## src/rtl/ddr_frame_reader_if.sv

```systemverilog
// ddr_frame_reader_if: read-command channel and returned-beat strobe
// between the frame reader and the DDR user-interface arbiter.
interface ddr_frame_reader_if #(
  parameter int ADDR_W = 25
) ();
  logic              cmd_valid;
  logic              cmd_ready;
  logic [ADDR_W-1:0] cmd_addr;
  logic              rdata_valid;

  modport master (
    output cmd_valid,
    output cmd_addr,
    input  cmd_ready,
    input  rdata_valid
  );

  modport slave (
    input  cmd_valid,
    input  cmd_addr,
    output cmd_ready,
    output rdata_valid
  );
endinterface

```

## src/rtl/ddr_frame_reader.sv

```systemverilog
// ddr_frame_reader: reads one frame per load as fixed-length DDR bursts.
// Optional FRAME_RD_LOOP_EN: replay cur_bank while no new load is pending.
module ddr_frame_reader #(
  parameter int ADDR_W       = 25,
  parameter int BURST_LEN    = 64,
  parameter int FRAME_BURSTS = 4800,
  parameter int CNT_W        = 13
) (
  input  logic               ddr_clk,
  input  logic               sys_rst,
  input  logic               rd_load,
  input  logic [1:0]         rd_bank,
  input  logic               fifo_afull,
  ddr_frame_reader_if.master ddr,
  output logic               frame_rd_done,
  output logic               busy,
  output logic               rd_err
);

  localparam int BL_W  = $clog2(BURST_LEN);
  localparam int OFF_W = ADDR_W - 2;

  typedef enum logic [2:0] {
    IDLE,
    WAIT_SPACE,
    REQ,
    DATA,
    DONE
  } state_t;

  state_t           state;
  logic [CNT_W-1:0] burst_idx;
  logic [BL_W-1:0]  beat_cnt;
  logic             pending;
  logic [1:0]       pend_bank;
  logic [1:0]       cur_bank;
  logic [OFF_W-1:0] offset;
  logic             last_beat;
  logic             last_burst;

  // Offset wraps silently once it no longer fits below the bank bits.
  assign offset     = OFF_W'(burst_idx) << BL_W;
  assign last_beat  = beat_cnt == BL_W'(BURST_LEN - 1);
  assign last_burst = burst_idx == CNT_W'(FRAME_BURSTS - 1);

  always_ff @(posedge ddr_clk) begin
    if (sys_rst) begin
      state         <= IDLE;
      burst_idx     <= '0;
      beat_cnt      <= '0;
      pending       <= 1'b0;
      pend_bank     <= 2'd0;
      cur_bank      <= 2'd0;
      ddr.cmd_valid <= 1'b0;
      ddr.cmd_addr  <= '0;
      frame_rd_done <= 1'b0;
      busy          <= 1'b0;
      rd_err        <= 1'b0;
    end else begin
      frame_rd_done <= 1'b0;

      if (ddr.rdata_valid && state != DATA)
        rd_err <= 1'b1;

      // Loads while busy queue up; the last one wins.
      if (rd_load && state != IDLE) begin
        pending   <= 1'b1;
        pend_bank <= rd_bank;
      end

      case (state)
        IDLE: begin
          if (rd_load) begin
            cur_bank  <= rd_bank;
            burst_idx <= '0;
            busy      <= 1'b1;
            state     <= WAIT_SPACE;
          end
        end
        WAIT_SPACE: begin
          if (!fifo_afull) begin
            ddr.cmd_valid <= 1'b1;
            ddr.cmd_addr  <= {cur_bank, offset};
            state         <= REQ;
          end
        end
        REQ: begin
          if (ddr.cmd_ready) begin
            ddr.cmd_valid <= 1'b0;
            beat_cnt      <= '0;
            state         <= DATA;
          end
        end
        DATA: begin
          if (ddr.rdata_valid) begin
            beat_cnt <= beat_cnt + 1'b1;
            if (last_beat) begin
              if (last_burst) begin
                frame_rd_done <= 1'b1;
                state         <= DONE;
              end else begin
                burst_idx <= burst_idx + 1'b1;
                state     <= WAIT_SPACE;
              end
            end
          end
        end
        DONE: begin
          // A load arriving in this very cycle is honoured immediately.
          if (pending || rd_load) begin
            cur_bank  <= rd_load ? rd_bank : pend_bank;
            pending   <= 1'b0;
            burst_idx <= '0;
            state     <= WAIT_SPACE;
          end else begin
`ifdef FRAME_RD_LOOP_EN
            burst_idx <= '0;
            state     <= WAIT_SPACE;
`else
            busy      <= 1'b0;
            state     <= IDLE;
`endif
          end
        end
        default: begin
          state <= IDLE;
        end
      endcase
    end
  end

endmodule

```

## src/flat_wrapper.sv

```systemverilog
// flat-port wrapper written by rule: the top's interface ports become plain ports
module ddr_frame_reader_flat 
#(
  parameter int ADDR_W       = 25,
  parameter int BURST_LEN    = 64,
  parameter int FRAME_BURSTS = 4800,
  parameter int CNT_W        = 13
)
  (ddr_clk, sys_rst, rd_load, rd_bank, fifo_afull, frame_rd_done, busy, rd_err, ddr_cmd_valid, ddr_cmd_addr, ddr_cmd_ready, ddr_rdata_valid);
  ddr_frame_reader_if #(.ADDR_W(ADDR_W)) ddr_i ();
  input  logic ddr_clk;
  input  logic sys_rst;
  input  logic rd_load;
  input  logic [1:0] rd_bank;
  input  logic fifo_afull;
  output logic frame_rd_done;
  output logic busy;
  output logic rd_err;
  output wire logic [$bits(ddr_i.cmd_valid)-1:0] ddr_cmd_valid;
  output wire logic [$bits(ddr_i.cmd_addr)-1:0] ddr_cmd_addr;
  input wire logic [$bits(ddr_i.cmd_ready)-1:0] ddr_cmd_ready;
  input wire logic [$bits(ddr_i.rdata_valid)-1:0] ddr_rdata_valid;
  assign ddr_cmd_valid = ddr_i.cmd_valid;
  assign ddr_cmd_addr = ddr_i.cmd_addr;
  assign ddr_i.cmd_ready = ddr_cmd_ready;
  assign ddr_i.rdata_valid = ddr_rdata_valid;
  ddr_frame_reader #(.ADDR_W(ADDR_W), .BURST_LEN(BURST_LEN), .FRAME_BURSTS(FRAME_BURSTS), .CNT_W(CNT_W)) u_core (.ddr_clk(ddr_clk), .sys_rst(sys_rst), .rd_load(rd_load), .rd_bank(rd_bank), .fifo_afull(fifo_afull), .ddr(ddr_i), .frame_rd_done(frame_rd_done), .busy(busy), .rd_err(rd_err));
endmodule
```

## config.mk

```make
export PLATFORM = sky130hd
export DESIGN_NAME = ddr_frame_reader_flat
export DESIGN_NICKNAME = d
export VERILOG_FILES = /design/src/rtl/ddr_frame_reader_if.sv /design/src/rtl/ddr_frame_reader.sv /design/src/flat_wrapper.sv
export SDC_FILE = /design/constraint.sdc
export NUM_CORES = 1
export LEC_CHECK = 0
export BUFFER_PORTS_ARGS = -buffer_cell sky130_fd_sc_hd__buf_2
export CORE_ASPECT_RATIO = 2
export CORE_MARGIN = 3
export CORE_UTILIZATION = 40
export CTS_CLUSTER_DIAMETER = 200
export DETAILED_ROUTE_END_ITERATION = 10
export PLACE_DENSITY_LB_ADDON = 0.1
export SYNTH_ARGS = -nofsm -noshare
export SYNTH_HDL_FRONTEND = slang
export SYNTH_SLANG_ARGS = --single-unit
```

## constraint.sdc

```tcl
create_clock -name ddr_clk -period 2.2 [get_ports ddr_clk]
set_input_delay 0.22 -clock ddr_clk [delete_from_list [all_inputs] [get_ports ddr_clk]]
set_output_delay 0.22 -clock ddr_clk [all_outputs]
set_load 0.005 [all_outputs]
```

---- Word-level counts from Yosys, hierarchy flattened ----
Index checks and enable logic that the tools add are counted.
storage, ports and cells
  flip-flop bits (word level) ............. 46
  latch bits .............................. 0
  bits in writable memories ............... 0
  memory bits (read-only) ................. 0
  input port bits ......................... 8
  memories kept ........................... 0
cells by class
  $add $sub $neg .......................... 2
  multiply operators ...................... 0
  divide/modulo/power cells ............... 0
  order comparisons ....................... 0
  equality and inequality tests ........... 15
  shifts and indexed selects .............. 0
  mux-type cells .......................... 31
  bitwise gates (word level) .............. 4
  reduce and logical (&&, ||, !) cells .... 17
operators by type and width
  cell                                                             count
  13-bit two-way mux                                               5
  13-bit case mux with 3 select lines                              1
  3-bit two-way mux                                                6
  3-bit case mux with 5 select lines                               1
  13-bit by 1-bit adder with 13-bit output, second input constant  1
  13-bit == test, second input constant                            1
  6-bit two-way mux                                                2
  2-bit != test, second input constant                             6
  6-bit case mux with 2 select lines                               1
  3-bit AND reduction                                              4
  1-bit two-way mux                                                9
  6-bit by 1-bit adder with 6-bit output, second input constant    1
  3-bit by 2-bit == test with 1-bit output, second input constant  2
  6-bit == test, second input constant                             1
  2-bit two-way mux                                                3
  6-bit AND reduction                                              1
  2-bit nonzero test                                               3
  3-bit nonzero test                                               2
  5-bit AND reduction                                              1
  2-bit by 1-bit != test with 1-bit output, second input constant  2
  1-bit NOT                                                        4
  1-bit case mux with 2 select lines                               2
  2-bit case mux with 2 select lines                               1
  4-bit OR reduction                                               1
  7 further kinds                                                  8

---- Longest topological paths before layout ----
Gate-level depths: netlist (run 1).
  word-level depth ........................ 5
  depth in mapped cells ................... 7

---- Worst setup path before layout (run 1) ----
OpenSTA, ideal clock, no wires.
  kind .................................... register to register
  start ................................... register u_core.burst_idx[10]
  end ..................................... register u_core.burst_idx[4]
  library setup time ...................... 129 ps
  arrival time ............................ 1,822 ps
  required time ........................... 2,071 ps
  slack ................................... 249 ps
  stages on the path, launching flop included .. 7
  path buffers ............................ 2
  clock period less this slack ............ 1,951 ps
  path through ............................ dfxtp_1 -> or4b_1 -> or4_1 -> buf_6 -> buf_6 -> a32oi_1 -> nand2_1
on the way
  longest elaborated chain between the ends .. 3
ends and longest elaborated chain
  what                                  line                     text
  start, declared                       ddr_frame_reader.sv:32   logic [CNT_W-1:0] burst_idx;
  start signal, assigned                ddr_frame_reader.sv:102  burst_idx <= burst_idx + 1'b1;
  13-bit == test                        ddr_frame_reader.sv:44   assign last_burst = burst_idx == CNT_W'(FRAME_BURSTS - 1);
  2-bit != test (no source line)        --
  6-bit AND reduction (no source line)  --
Every way passes these cells.
A chain may end at the register's enable or synchronous reset.

---- Final worst setup path (run 1) ----
  start ................................... register u_core.burst_idx[10]
  end ..................................... register u_core.state[0]
on the way
  longest elaborated chain between the ends .. 5
ends and longest elaborated chain
  what                                line                     text
  13-bit == test                      ddr_frame_reader.sv:44
  3-bit two-way mux                   ddr_frame_reader.sv:98   if (last_burst) begin
  3-bit two-way mux                   ddr_frame_reader.sv:97   if (last_beat) begin
  3-bit two-way mux                   ddr_frame_reader.sv:95   if (ddr.rdata_valid) begin
  3-bit case mux with 5 select lines  ddr_frame_reader.sv:71   case (state)
  end signal, assigned                ddr_frame_reader.sv:77   state <= WAIT_SPACE;
  end signal, assigned                ddr_frame_reader.sv:100  state <= DONE;
  end signal, assigned                ddr_frame_reader.sv:103  state <= WAIT_SPACE;
  end, declared                       ddr_frame_reader.sv:31   state_t state;
Every way passes these cells. The select of a mux whose other input is x is not followed.

==> results of run 1 <==
==> area by class of cell <==
type,instances,share of cell area [%]
Sequential cell,46,35.8
Clock buffer,6,2.82
Inverter,3,0.438
Timing Repair Buffer,44,10.3
Clock inverter,2,1.46
Tap cell,60,2.92
Multi-Input combinational cell,210,46.3
==> cells in the final DEF, fill, tap and decap left out, types with 2 or more instances in the layout <==
cell type                   n
sky130_fd_sc_hd__nand2_1   48
sky130_fd_sc_hd__dfxtp_1   46
sky130_fd_sc_hd__buf_2     26
sky130_fd_sc_hd__nor2_1    24
sky130_fd_sc_hd__a21oi_1   21
sky130_fd_sc_hd__buf_4     18
sky130_fd_sc_hd__nand3_1   10
sky130_fd_sc_hd__conb_1    10
sky130_fd_sc_hd__nor3_1     9
sky130_fd_sc_hd__nand4_1    8
sky130_fd_sc_hd__a31oi_1    7
sky130_fd_sc_hd__o21ai_0    7
sky130_fd_sc_hd__a211oi_1   6
sky130_fd_sc_hd__mux2i_1    5
sky130_fd_sc_hd__clkbuf_8   5
sky130_fd_sc_hd__nor4_1     4
sky130_fd_sc_hd__xnor2_1    4
sky130_fd_sc_hd__or2_2      3
sky130_fd_sc_hd__a21o_1     3
sky130_fd_sc_hd__a41oi_1    3
sky130_fd_sc_hd__a31o_2     3
sky130_fd_sc_hd__nand2b_1   3
sky130_fd_sc_hd__inv_1      3
sky130_fd_sc_hd__nand3b_1   2
sky130_fd_sc_hd__a31o_1     2
sky130_fd_sc_hd__o311ai_0   2
sky130_fd_sc_hd__a32oi_1    2
sky130_fd_sc_hd__nor3b_1    2
sky130_fd_sc_hd__o31ai_1    2
sky130_fd_sc_hd__ha_1       2
==> worst register-to-register path, cell delays in order, from the launching register on <==
cell and delay [ns]:
sky130_fd_sc_hd__dfxtp_1 0.32, sky130_fd_sc_hd__or4b_1 0.54, sky130_fd_sc_hd__or4_1 0.51, sky130_fd_sc_hd__buf_4 0.21, sky130_fd_sc_hd__o31ai_1 0.24, sky130_fd_sc_hd__a211oi_1 0.10
==> worst paths after layout <==
check | from | end | slack [ns] | cells after the start
worst max-delay path | u_core.burst_idx[10] | u_core.state[0] | 0.16 | 5
worst min-delay path | rd_bank[0] | u_core.pend_bank[0] | 0.15 | 3
worst max register to register | u_core.burst_idx[10] | u_core.state[0] | 0.16 | 5
worst min register to register | u_core.ddr.cmd_addr[10] | u_core.ddr.cmd_addr[10] | 0.45 | 2
==> routing by layer <==
metal	wire, um	share of wire (%)
met1	2190	37
met2	3220	54
met3	224	3.8
met4	303	5.1
met5	0	0
==> state kept, by name, summed over array words and instances, names as in the netlist <==
| name | cells |
|---|---|
| u_core.pend_bank | 2 |
| u_core.busy | 1 |
| u_core.beat_cnt | 6 |
| u_core.cur_bank | 2 |
| u_core.ddr.cmd_addr | 15 |
| u_core.frame_rd_done | 1 |
| u_core.pending | 1 |
| u_core.burst_idx | 13 |
| u_core.state | 3 |
| u_core.ddr.cmd_valid | 1 |
| u_core.rd_err | 1 |
==> where the power goes <==
part / switching, mW / internal (mW) / total (mW)
combinational: 0.0877 / 0.0500 / 0.138
clock: 0.300 / 0.339 / 0.639
sequential: 0.0146 / 0.850 / 0.865
total: 0.402 / 1.24 / 1.64
==> cell families (layout without fill, tap and decap cells) <==
logic type,count (synthesis),in the layout,share of synthesized area [%]
other cells,1,10,0.166
mux,5,5,2.22
xor+xnor,5,5,1.94
compound gates,63,63,18.8
flops,46,46,40.8
buf+inv,33,55,7.88
fa+ha+maj,2,2,1.11
simple gates,125,125,27.0
==> per-stage QoR <==
| stage | setup WS [ns] | total power, mW | area, um^2 |
|---|---|---|---|
| global placement | 0.207 | 1.02 | 2460 |
| global route | 0.0412 | 1.71 | 2570 |
| CTS | 0.160 | 1.67 | 2570 |
| floorplan | 0.249 | 0.987 | 2290 |
| finish | 0.159 | 1.64 | 2570 |
| detailed placement | 0.170 | 1.02 | 2460 |
==> flow_summary_export.csv, run 1 <==
group,metric,value,unit
setup_path,cpPeakStageDelay,0.54,ns
grt,antenna_found_initial,0,
synthesis,avg_synthesized_cell_area,8.05,um^2
clock_network,tritoncts,"yes",
cells_and_area,synthToLayoutAreaGrowth,14.1,%
placement,dp.final_hpwl,4270,um
clock_network,numClockSinks,46,
grt,top_usage_layer,"met2",
grt,all_layer_global_routing_usage,19.1,%
synthesis,synth_commonest_cells,"48 x sky130_fd_sc_hd__nand2_1, 46 x sky130_fd_sc_hd__dfxtp_1, 24 x sky130_fd_sc_hd__nor2_1",
setup_path,cp_num_buf_inv,1,
grt,gr-usage-met3,4.60,%
timing,hold_viol,0,
cells_and_area,layout.area.seq,921,um^2
placement,total_placed_cells_including_tap_cells,363,
setup_path,cp_delay_by_family_top,"simple AND/OR/NAND/NOR gates",
timing,fin_crit_sh,92.8,%
floorplan,io_pins,37,
cells_and_area,layout-drive-gt1-share,19.3,%
run,drv.max_cap_violation_count,0,
floorplan,core_area,5420,um^2
worst_hold_path,min_path_type,"in2reg",
synthesis,postSynthRegisterBits,46,
synthesis,post_synthesis_cells,280,
timing,finalSetupViolCount,0,
timing,holdWs,0.152,ns
routing,drt_iter0_drc,68,
setup_path,critical_path.max_fanout,12,
synthesis,synth-async-reset-ratio,0,%
outcome,outcome,"finished clean",
power_and_ir_drop,pwr_density_cell,638,nW/um^2
placement,placement.io_buffers,26,
clock_network,clockBufferDepth,2,
cells_and_area,post_layout_utilization_of_the_core,47.5,%
grt,groute.layer.met1.usage,20.0,%
timing,period_needed,2.04,ns
floorplan,die-width,59.1,um
clock_network,worst_setup_hold_path_clk_slew,0.09,ns
clock_network,cts_setup_buffers,0,
routing,avgRoutedWirePerCell,16.0,um
clock_network,clk_root_buffer_cell,"sky130_fd_sc_hd__clkbuf_8",
clock_network,cts_max_level,2,
synthesis,yosys_warn_count,0,
synthesis,synthMostInstantiatedCell,"sky130_fd_sc_hd__nand2_1",
cells_and_area,layout.cells.non_filler,371,
routing,drtAntennaViolNets,0,
cells_and_area,insertedDiodeCount,0,
routing,drt-pass1-iter-count,4,
routing,wirelength,5930,um
setup_path,worst_ep_arrival_time,2.22,ns
setup_path,crit_path_top_delay_cell,"sky130_fd_sc_hd__or4b_1",
setup_path,cp_data_required_time,2.38,ns
timing,worst_clk_skew,0.0115,ns
synthesis,ys_types,49,
grt,grt_max_degree,33,
grt,via_count_of_the_first_global_routing_pass,1949,
setup_path,worst-setup-path-type,"reg2reg",
floorplan,start_util,41.6,%
routing,post_drt_via_cell_ratio,5.55,
timing,drv_slew,0,
clock_network,cts-hold-fix-buffers,0,
synthesis,post_synth_instance_area,2250,um^2
timing,fmax,490,MHz
timing,fin_tns_setup,0,ns
routing,drc_violations_left,0,
timing,rsz0062_at_grt,"no",
grt,wire_length_of_the_first_global_routing_pass,9570,um
grt,overflow,0,
synthesis,synth.top_cells.by_area,"sky130_fd_sc_hd__dfxtp_1 41%, sky130_fd_sc_hd__nand2_1 8.0%, sky130_fd_sc_hd__a21oi_1 4.7%, sky130_fd_sc_hd__nor2_1 4.0%, sky130_fd_sc_hd__buf_4 3.3%",
cells_and_area,multi_input_comb_area,1190,um^2
setup_path,critPathCaptureType,"register",
synthesis,ys_dominant_reg_cell,"sky130_fd_sc_hd__dfxtp_1",
power_and_ir_drop,ir_worst_vdd,0.598,mV
floorplan,floorplan.die_area,6630,um^2
grt,grt.met2_usage,32.5,%
cells_and_area,num-nets-final,320,
cells_and_area,nFillCells,557,
setup_path,critPathLaunchType,"register",
synthesis,synth_edf_count,0,
floorplan,floorplan.rows,38,
synthesis,synth_top_cell_area_share,40.8,%
clock_network,cts_repair_resize_count,0,
power_and_ir_drop,power.static_leakage,0.977,nW
timing,tightestPinTransition,0.590,ns
floorplan,die_height,112,um
placement,gp_weighted_congestion,0.895,
timing,slew_headroom,60.7,%
routing,num_vias,2058,
clock_network,cts_inserted_buffers,5,
synthesis,synth_seq_area_share,40.8,%
setup_path,crit_chain,"or4b_1, or4_1, buf_4, o31ai_1, a211oi_1",
clock_network,clk_latency,0.31,ns
synthesis,synth_area_leader_cell,"sky130_fd_sc_hd__dfxtp_1",
Note: power is estimated with default switching activity, not from simulation.
==> run 2, diff against run 1 <==
--- a/config.mk
+++ b/config.mk
@@ -7,8 +7,7 @@
 export LEC_CHECK = 0
 export BUFFER_PORTS_ARGS = -buffer_cell sky130_fd_sc_hd__buf_2
 export CORE_ASPECT_RATIO = 2
-export CORE_MARGIN = 3
-export CORE_UTILIZATION = 40
+export CORE_UTILIZATION = 43
 export CTS_CLUSTER_DIAMETER = 200
 export DETAILED_ROUTE_END_ITERATION = 10
 export PLACE_DENSITY_LB_ADDON = 0.1
==> flow_summary_export.csv, run 2 (synthesis results as in run 1) <==
group,metric,value,unit
grt,groute.layer.met1.usage,24.2,%
outcome,outcome,"finished clean",
power_and_ir_drop,p_int,1.24,mW
power_and_ir_drop,ir_worst_vdd,0.562,mV
clock_network,cts_repair_resize_count,0,
clock_network,cts-hold-fix-buffers,0,
grt,overflow,0,
floorplan,floorplan.rows,37,
routing,avgRoutedWirePerCell,15.5,um
timing,hold_viol,0,
floorplan,io_pins,37,
run,drv.max_cap_violation_count,0,
setup_path,worst-setup-path-type,"reg2reg",
grt,wire_length_of_the_first_global_routing_pass,9360,um
floorplan,start_util,44.3,%
clock_network,worst_setup_hold_path_clk_slew,0.09,ns
clock_network,clk_root_buffer_cell,"sky130_fd_sc_hd__clkbuf_8",
grt,grt.met2_usage,41.3,%
setup_path,critPathLaunchType,"register",
timing,rsz0062_at_grt,"no",
routing,post_drt_via_cell_ratio,5.68,
floorplan,floorplan.die_area,5550,um^2
clock_network,numClockSinks,46,
grt,via_count_of_the_first_global_routing_pass,1937,
placement,dp.final_hpwl,4280,um
clock_network,cts_setup_buffers,0,
cells_and_area,largest_reg_flops,15,
setup_path,cp_data_required_time,2.37,ns
setup_path,critical_path.max_fanout,10,
grt,gr-usage-met3,2.63,%
timing,finalSetupViolCount,0,
setup_path,critPathCaptureType,"register",
power_and_ir_drop,net_switching_share_of_the_total_power,24.3,%
clock_network,clockBufferDepth,2,
cells_and_area,mostFrequentLayoutCells,"48 x sky130_fd_sc_hd__nand2_1, 46 x sky130_fd_sc_hd__dfxtp_1, 26 x sky130_fd_sc_hd__buf_2, 24 x sky130_fd_sc_hd__nor2_1, 21 x sky130_fd_sc_hd__a21oi_1",
clock_network,cts_max_level,2,
placement,placement.io_buffers,26,
timing,drv_slew,0,
clock_network,cts_inserted_buffers,5,
grt,grt_max_degree,32,
power_and_ir_drop,switching_power,0.398,mW
timing,period_needed,1.98,ns
routing,drtAntennaViolNets,0,
clock_network,tritoncts,"yes",
power_and_ir_drop,portion_of_total_power_attributed_to_the_clock_network,38.9,%
routing,drt-pass1-iter-count,4,
placement,gp_weighted_congestion,0.892,
clock_network,clk_latency,0.30,ns
cells_and_area,largestRegisters,"u_core.ddr.cmd_addr x15, u_core.burst_idx x13, u_core.beat_cnt x6",
cells_and_area,post_layout_utilization_of_the_core,50.8,%
power_and_ir_drop,share_seq_of_total_power,53.1,%
cells_and_area,registers.top_by_ff_count,"u_core.ddr.cmd_addr",
timing,fin_crit_sh,90.2,%
floorplan,die_height,104,um
floorplan,core_area,5090,um^2
grt,top_usage_layer,"met2",
cells_and_area,nFillCells,518,
timing,fmax,504,MHz
power_and_ir_drop,pwr_density_cell,633,nW/um^2
cells_and_area,insertedDiodeCount,0,
power_and_ir_drop,pwr-share-comb,8.0,%
cells_and_area,layout-drive-gt1-share,20.1,%
floorplan,die-width,53.2,um
routing,wirelength,5750,um
power_and_ir_drop,power.static_leakage,0.995,nW
worst_hold_path,min_path_type,"in2reg",
routing,drt_iter0_drc,39,
cells_and_area,layout.cells.most_common,"sky130_fd_sc_hd__nand2_1",
timing,worst_clk_skew,0.0109,ns
cells_and_area,synthToLayoutAreaGrowth,14.8,%
cells_and_area,num-nets-final,322,
routing,num_vias,2109,
timing,fin_tns_setup,0,ns
grt,antenna_found_initial,0,
grt,all_layer_global_routing_usage,22.8,%
setup_path,worst_ep_arrival_time,2.16,ns
power_and_ir_drop,power.total,1.64,mW
routing,drc_violations_left,0,
[run 2: final timing paths]
check | from | endpoint | slack (ns) | depth (start not counted)
max reg2reg | u_core.burst_idx[12] | u_core.state[0] | 0.22 | 5
min | rd_bank[1] | u_core.pend_bank[1] | 0.17 | 3
max | u_core.burst_idx[12] | u_core.state[0] | 0.22 | 5
min reg2reg | u_core.cur_bank[1] | u_core.ddr.cmd_addr[24] | 0.45 | 2
[run 2: worst max-delay path, cell delays in order, from the launching register on]
cell	delay, ns
sky130_fd_sc_hd__dfxtp_1	0.38
sky130_fd_sc_hd__or4b_1	0.47
sky130_fd_sc_hd__or4_1	0.50
sky130_fd_sc_hd__buf_4	0.19
sky130_fd_sc_hd__o31ai_1	0.22
sky130_fd_sc_hd__a211oi_1	0.10
[run 2: through the flow]
stage | std cells | setup WS [ns] | hold slack (ns) | cell area (um^2)
floorplan | 289 | 0.249 | 0.359 | 2290
global placement | 363 | 0.249 | 0.438 | 2470
detailed placement | 363 | 0.220 | 0.444 | 2470
CTS | 371 | 0.219 | 0.161 | 2590
global route | 371 | 0.0776 | 0.179 | 2590
finish | 371 | 0.215 | 0.166 | 2590
[run 2: final cells by class]
| type | instances | area [um^2] | area share [%] |
|---|---|---|---|
| multi-input cells | 210 | 1190 | 46.0 |
| flip-flops and latches | 46 | 921 | 35.6 |
| repair buffers | 46 | 280 | 10.8 |
| well taps | 58 | 72.6 | 2.80 |
| clock buffers | 5 | 68.8 | 2.66 |
| clock inverters | 3 | 43.8 | 1.69 |
| inverters | 3 | 11.3 | 0.435 |
[run 2: power groups by stage]
stage          combinational, mW  sequential (mW)  clock [mW]
4_1_cts                    0.133            0.870       0.659
2_1_floorplan              0.108            0.879           0
5_1_grt                    0.147            0.874       0.694
3_3_place_gp               0.132            0.889           0
3_5_place_dp               0.133            0.889           0
6_report                   0.131            0.870       0.637
[run 2: per-layer routing]
layer,up-vias,part of all wire (%)
li1,1044,-
met1,1009,38
met3,13,2.1
met4,0,3.0
met2,43,57
met5,-,0
